`src/rtl/ndarray_window_pkg.sv`:
```
// ndarray_window_pkg: shared sizing, state encoding and configuration check for the window feeder.
package ndarray_window_pkg;
    localparam int ELEM_W    = 2;
    localparam int ROW_LEN   = 3;
    localparam int DEPTH     = 6;
    localparam int SEL_W     = 2;
    localparam int CNT_W     = 8;
    localparam int ROW_W     = ROW_LEN * ELEM_W;
    localparam int FRAME_W   = DEPTH * ROW_W;
    localparam int NUM_OFF   = 2 ** SEL_W;
    localparam int ROW_CNT_W = $clog2(DEPTH);

    typedef enum logic {FILL, SWEEP} state_t;

    // Every window offset must leave at least one row below it inside the frame.
    function automatic bit offsets_fit();
        return NUM_OFF <= DEPTH - 1;
    endfunction
endpackage

```
`src/rtl/ndarray_window_feeder_if.sv`:
```
// ndarray_window_feeder_if: row input, window output and flush signals of the feeder.
interface ndarray_window_feeder_if;
    import ndarray_window_pkg::*;
    logic               flush;
    logic               in_valid;
    logic               in_ready;
    logic [ROW_W-1:0]   in_row;
    logic               out_valid;
    logic               out_ready;
    logic [FRAME_W-1:0] out_rows;
    logic [SEL_W-1:0]   out_sel;
    logic               out_last;
    logic [CNT_W-1:0]   frames_done;

    modport master (
        output flush, in_valid, in_row, out_ready,
        input  in_ready, out_valid, out_rows, out_sel, out_last, frames_done
    );
    modport slave (
        input  flush, in_valid, in_row, out_ready,
        output in_ready, out_valid, out_rows, out_sel, out_last, frames_done
    );
endinterface

```
`src/rtl/ndarray_row_store.sv`:
```
// ndarray_row_store: DEPTH x ROW_W register array exposing the whole frame, row 0 in the low bits.
module ndarray_row_store
    import ndarray_window_pkg::*;
(
    input  logic                 clk,
    input  logic                 rst,
    input  logic                 i_we,
    input  logic [ROW_CNT_W-1:0] i_idx,
    input  logic [ROW_W-1:0]     i_data,
    output logic [FRAME_W-1:0]   o_frame
);
    logic [DEPTH-1:0][ROW_W-1:0] r_mem;

    always_ff @(posedge clk or posedge rst) begin
        if (rst)
            r_mem <= '0;
        else if (i_we)
            r_mem[i_idx] <= i_data;
    end

    assign o_frame = r_mem;
endmodule

```
`src/rtl/ndarray_window_feeder.sv`:
```
// ndarray_window_feeder: buffers a DEPTH-row frame, then sweeps window offsets 0..NUM_OFF-1
// over it with a valid/ready handshake before accepting the next frame.
module ndarray_window_feeder
    import ndarray_window_pkg::*;
(
    input  logic                   CLK,
    input  logic                   ASYNCRESET,
    ndarray_window_feeder_if.slave io_bus
);
    state_t               r_state, w_state_nx;
    logic [ROW_CNT_W-1:0] r_row_cnt, w_row_cnt_nx;
    logic [SEL_W-1:0]     r_sel, w_sel_nx;
    logic [CNT_W-1:0]     r_frames, w_frames_nx;
    logic                 w_fill, w_last, w_row_last, w_wr;

    if (!offsets_fit()) begin : g_bad_cfg
        $error("ndarray_window_feeder: NUM_OFF must not exceed DEPTH-1");
    end

    assign w_fill     = r_state == FILL;
    assign w_last     = r_sel == SEL_W'(NUM_OFF - 1);
    assign w_row_last = r_row_cnt == ROW_CNT_W'(DEPTH - 1);
    // A row offered in the same cycle as flush is dropped.
    assign w_wr       = w_fill && io_bus.in_valid && !io_bus.flush;

    always_comb begin
        w_state_nx   = r_state;
        w_row_cnt_nx = r_row_cnt;
        w_sel_nx     = r_sel;
        w_frames_nx  = r_frames;
        if (io_bus.flush) begin
            w_state_nx   = FILL;
            w_row_cnt_nx = '0;
            w_sel_nx     = '0;
        end else if (w_fill) begin
            if (io_bus.in_valid) begin
                w_state_nx   = w_row_last ? SWEEP : FILL;
                w_row_cnt_nx = w_row_last ? '0 : r_row_cnt + 1'b1;
            end
        end else if (io_bus.out_ready) begin
            w_state_nx  = w_last ? FILL : SWEEP;
            w_sel_nx    = w_last ? '0 : r_sel + 1'b1;
            w_frames_nx = w_last ? r_frames + 1'b1 : r_frames;
        end
    end

    always_ff @(posedge CLK or posedge ASYNCRESET) begin
        if (ASYNCRESET) begin
            r_state   <= FILL;
            r_row_cnt <= '0;
            r_sel     <= '0;
            r_frames  <= '0;
        end else begin
            r_state   <= w_state_nx;
            r_row_cnt <= w_row_cnt_nx;
            r_sel     <= w_sel_nx;
            r_frames  <= w_frames_nx;
        end
    end

    ndarray_row_store u_store (
        .clk     (CLK),
        .rst     (ASYNCRESET),
        .i_we    (w_wr),
        .i_idx   (r_row_cnt),
        .i_data  (io_bus.in_row),
        .o_frame (io_bus.out_rows)
    );

    assign io_bus.in_ready    = w_fill;
    assign io_bus.out_valid   = !w_fill;
    assign io_bus.out_sel     = r_sel;
    assign io_bus.out_last    = !w_fill && w_last;
    assign io_bus.frames_done = r_frames;
endmodule

```
`src/flat_wrapper.sv`:
```
// flat-port wrapper written by rule: the top's interface ports become plain ports
module ndarray_window_feeder_flat import ndarray_window_pkg::*;
  (CLK, ASYNCRESET, io_bus_flush, io_bus_in_valid, io_bus_in_row, io_bus_out_ready, io_bus_in_ready, io_bus_out_valid, io_bus_out_rows, io_bus_out_sel, io_bus_out_last, io_bus_frames_done);
  ndarray_window_feeder_if io_bus_i ();
  input  logic CLK;
  input  logic ASYNCRESET;
  input wire logic [$bits(io_bus_i.flush)-1:0] io_bus_flush;
  input wire logic [$bits(io_bus_i.in_valid)-1:0] io_bus_in_valid;
  input wire logic [$bits(io_bus_i.in_row)-1:0] io_bus_in_row;
  input wire logic [$bits(io_bus_i.out_ready)-1:0] io_bus_out_ready;
  output wire logic [$bits(io_bus_i.in_ready)-1:0] io_bus_in_ready;
  output wire logic [$bits(io_bus_i.out_valid)-1:0] io_bus_out_valid;
  output wire logic [$bits(io_bus_i.out_rows)-1:0] io_bus_out_rows;
  output wire logic [$bits(io_bus_i.out_sel)-1:0] io_bus_out_sel;
  output wire logic [$bits(io_bus_i.out_last)-1:0] io_bus_out_last;
  output wire logic [$bits(io_bus_i.frames_done)-1:0] io_bus_frames_done;
  assign io_bus_i.flush = io_bus_flush;
  assign io_bus_i.in_valid = io_bus_in_valid;
  assign io_bus_i.in_row = io_bus_in_row;
  assign io_bus_i.out_ready = io_bus_out_ready;
  assign io_bus_in_ready = io_bus_i.in_ready;
  assign io_bus_out_valid = io_bus_i.out_valid;
  assign io_bus_out_rows = io_bus_i.out_rows;
  assign io_bus_out_sel = io_bus_i.out_sel;
  assign io_bus_out_last = io_bus_i.out_last;
  assign io_bus_frames_done = io_bus_i.frames_done;
  ndarray_window_feeder u_core (.CLK(CLK), .ASYNCRESET(ASYNCRESET), .io_bus(io_bus_i));
endmodule
```
`config.mk`:
```
export PLATFORM = sky130hd
export DESIGN_NAME = ndarray_window_feeder_flat
export DESIGN_NICKNAME = d
export VERILOG_FILES = /design/src/rtl/ndarray_window_pkg.sv /design/src/rtl/ndarray_window_feeder_if.sv /design/src/rtl/ndarray_row_store.sv /design/src/rtl/ndarray_window_feeder.sv /design/src/flat_wrapper.sv
export SDC_FILE = /design/constraint.sdc
export NUM_CORES = 1
export LEC_CHECK = 0
export ABC_AREA = 0
export CELL_PAD_IN_SITES_DETAIL_PLACEMENT = 1
export CELL_PAD_IN_SITES_GLOBAL_PLACEMENT = 1
export CORE_MARGIN = 1
export CORE_UTILIZATION = 40
export DETAILED_ROUTE_END_ITERATION = 8
export PLACE_DENSITY = 0.86
export SLEW_MARGIN = 20
export SYNTH_ARGS = -nofsm -noshare
export SYNTH_HDL_FRONTEND = slang
export SYNTH_SLANG_ARGS = --single-unit
export TNS_END_PERCENT = 5
```
`constraint.sdc`:
```
create_clock -name CLK -period 3.25 [get_ports CLK]
set_input_delay 0.325 -clock CLK [delete_from_list [all_inputs] [get_ports CLK]]
set_output_delay 0.325 -clock CLK [all_outputs]
set_load 0.05 [all_outputs]
```
==> out/summary.txt <==
critical path's slowest cell = clkdlybuf4s50_1
synthesized instance count = 144
number of DRC markers in iteration 0 = 41
initial antenna violation count = 0
diode count = 0
Initial Util = 0.426
actual slew at the worst max-slew pin = 0.850 ns
Clk pin slew, worst setup/hold paths = 0.08 ns
Root Driver = clkbuf_8
Port Buf Inserts = 59
skew final = 0.00613 ns
most frequent cells in the layout = clkdlybuf4s50_1, dfrtp_1, mux2_2
Crit Path Class = reg2out
RSZ-0062 raised after global routing = no
ANT nets after route = 0
status = finished clean
clk sinks = 50
Total Nets Final = 220
CP max stage delay = 0.79 ns
vias = 1393
post-CTS repair timing setup buffer count = 0
dpl hpwl = 3670 microns
count of cell types in the netlist = 27
# hold bufs at CTS = 0
number of CTS-inserted buffers = 5
total gr overflow = 0
Critical Path AT = 1.86 ns
share of cells above drive strength 1 = 0.243
DRC Markers = 0
syn_nets = 157
Final Cycle Share = 0.673
YS warnings = 0
post-route setup slack = 1.06 ns
R2R Path Start = u_core.io_bus.out_valid
sequential share of the synthesized area = 0.609
Max VDD drop = 0.433 mV
IO Pins = 60
min Tclk post-route = 2.19 ns
critical path cell sequence = ha_1 -> and2_1 -> clkdlybuf4s50_1
die width = 73.6 microns
Critical Path RT = 2.92 ns
most common cell after layout, fill and taps aside = clkdlybuf4s50_1
WL/cell = 17.9 microns
clock latency on the worst-skew pair = 0.29 ns
Post-synth ARST share = 1.00
setup_tns = 0 ns
Die Footprint = 5420 sq um
worst-path fanout max = 4
final max-slew violation count = 0
critical path launch point type = flop
global-route wire length before repair = 7890 microns
Hold WS = 0.477 ns
final hold viol count = 0
CTS tree = yes
type of the most critical hold path = in2async
GRT Util Overall = 0.202
pre-CTS setup slack = 1.05 ns
largest net degree at the start of global routing = 51
Layout area overhead = 35.5%
relative slew slack = 0.433
placer congestion estimate = 0.744
DR pass1 iterations = 5
vias in the first global route = 1511
Max-Cap Viols = 0
CP Launch Point = u_core.io_bus.out_sel[0]
Fmax = 457 MHz
Worst Setup End Kind = primary output
top_reg_cell synth = dfrtp_1
Post-synth EDFFs = 0
post-synthesis cell area = 2050 sq um
final WL = 4890 microns
Pleak = 1.29 nW
Max Buffers Root-to-Sink = 2
Std-Cell Core Area = 4820 sq um
CTS resizes = 0
CTS H-tree depth = 2
final setup fails = 0
Die H = 73.6 microns
Mean Syn Cell Area = 14.3 sq um
via density per instance = 5.10
PwrDens = 641 nW/um^2
Row Count = 25
Yosys reg bits = 50
-- metal layers --
layer,vias to the layer above,GRT usage,wire length [microns]
met4,0,0.0491,20
met2,39,0.330,2610
met5,-,0,0
met1,727,0.256,1970
met3,2,0.0727,291
li1,625,-,-
-- sequential cells by signal, summed over array words and instances (netlist names) --
| register | count |
|---|---|
| u_core.io_bus.out_sel | 2 |
| u_core.io_bus.out_valid | 1 |
| u_core.io_bus.frames_done | 8 |
| u_core.u_store.o_frame | 36 |
| u_core.r_row_cnt | 3 |
-- path summary, 6_finish.rpt --
check                                          endpoint  slack (ns)  cells after the start
max reg2reg                  u_core.u_store.o_frame[33]        1.47                      3
min in group CLK           u_core.io_bus.frames_done[7]        0.48                      1
max                                     io_bus_out_last        1.06                      3
min reg2reg                u_core.io_bus.frames_done[7]        0.48                      1
max in group asynchronous      u_core.io_bus.out_sel[0]        2.25                      2
min                          u_core.u_store.o_frame[18]        0.48                      2
-- logic make-up (layout without fill, tap and decap cells) --
| family | after synthesis | count (layout) | share of synthesized area |
|---|---|---|---|
| AO/OA/AOI/OAI | 4 | 4 | 0.0110 |
| XOR/XNOR | 8 | 8 | 0.0341 |
| adder cells (fa/ha/maj) | 2 | 2 | 0.0122 |
| buffers and inverters | 6 | 68 | 0.0201 |
| flip-flops | 50 | 50 | 0.609 |
| multiplexers | 38 | 38 | 0.208 |
| AND/OR/NAND/NOR | 36 | 36 | 0.105 |
-- worst max-delay path: cells and delay by family, from the launching register on --
| kind | cells | cell delay (ns) |
|---|---|---|
| buf+inv | 1 | 0.79 |
| fa+ha+maj | 1 | 0.24 |
| simple gates | 1 | 0.14 |
| flops | 1 | 0.40 |
-- report_power, final --
group | internal, W | switching (W)
clock network | 0.000164 | 0.000181
registers | 0.000715 | 0.0000564
logic | 0.000234 | 0.000433
-- through the flow --
stage / util / area, sq um / total power [W] / cells
after global routing: 0.577 / 2780 / 0.00186 / 273
after global placement: 0.560 / 2700 / 0.00143 / 267
final: 0.577 / 2780 / 0.00178 / 273
after detailed placement: 0.560 / 2700 / 0.00145 / 267
after CTS: 0.577 / 2780 / 0.00180 / 273
after floorplan: - / 2050 / 0.00120 / 144
-- final cells by class --
type / count / area [sq um]
clock buffers: 6 / 82.6
fillers: 480 / 2040
inverters: 3 / 12.5
multi-input cells: 88 / 761
flip-flops and latches: 50 / 1250
well taps: 67 / 83.8
repair buffers: 59 / 591
-- cells in the mapped netlist, types with 2 or more instances --
| library cell | instances | area [sq um] |
|---|---|---|
| xnor2_1 | 2 | 17.5 |
| dfrtp_1 | 50 | 1250 |
| nand2_1 | 10 | 37.5 |
| ha_1 | 2 | 25.0 |
| buf_6 | 2 | 22.5 |
| inv_1 | 3 | 11.3 |
| nor2_1 | 7 | 26.3 |
| nor2b_1 | 2 | 12.5 |
| nor3_1 | 2 | 10.0 |
| nand3_1 | 4 | 20.0 |
| xor2_1 | 6 | 52.6 |
| mux2_2 | 37 | 417 |
| a21oi_1 | 3 | 15.0 |
No activity file was read; power rests on OpenSTA's default activity.
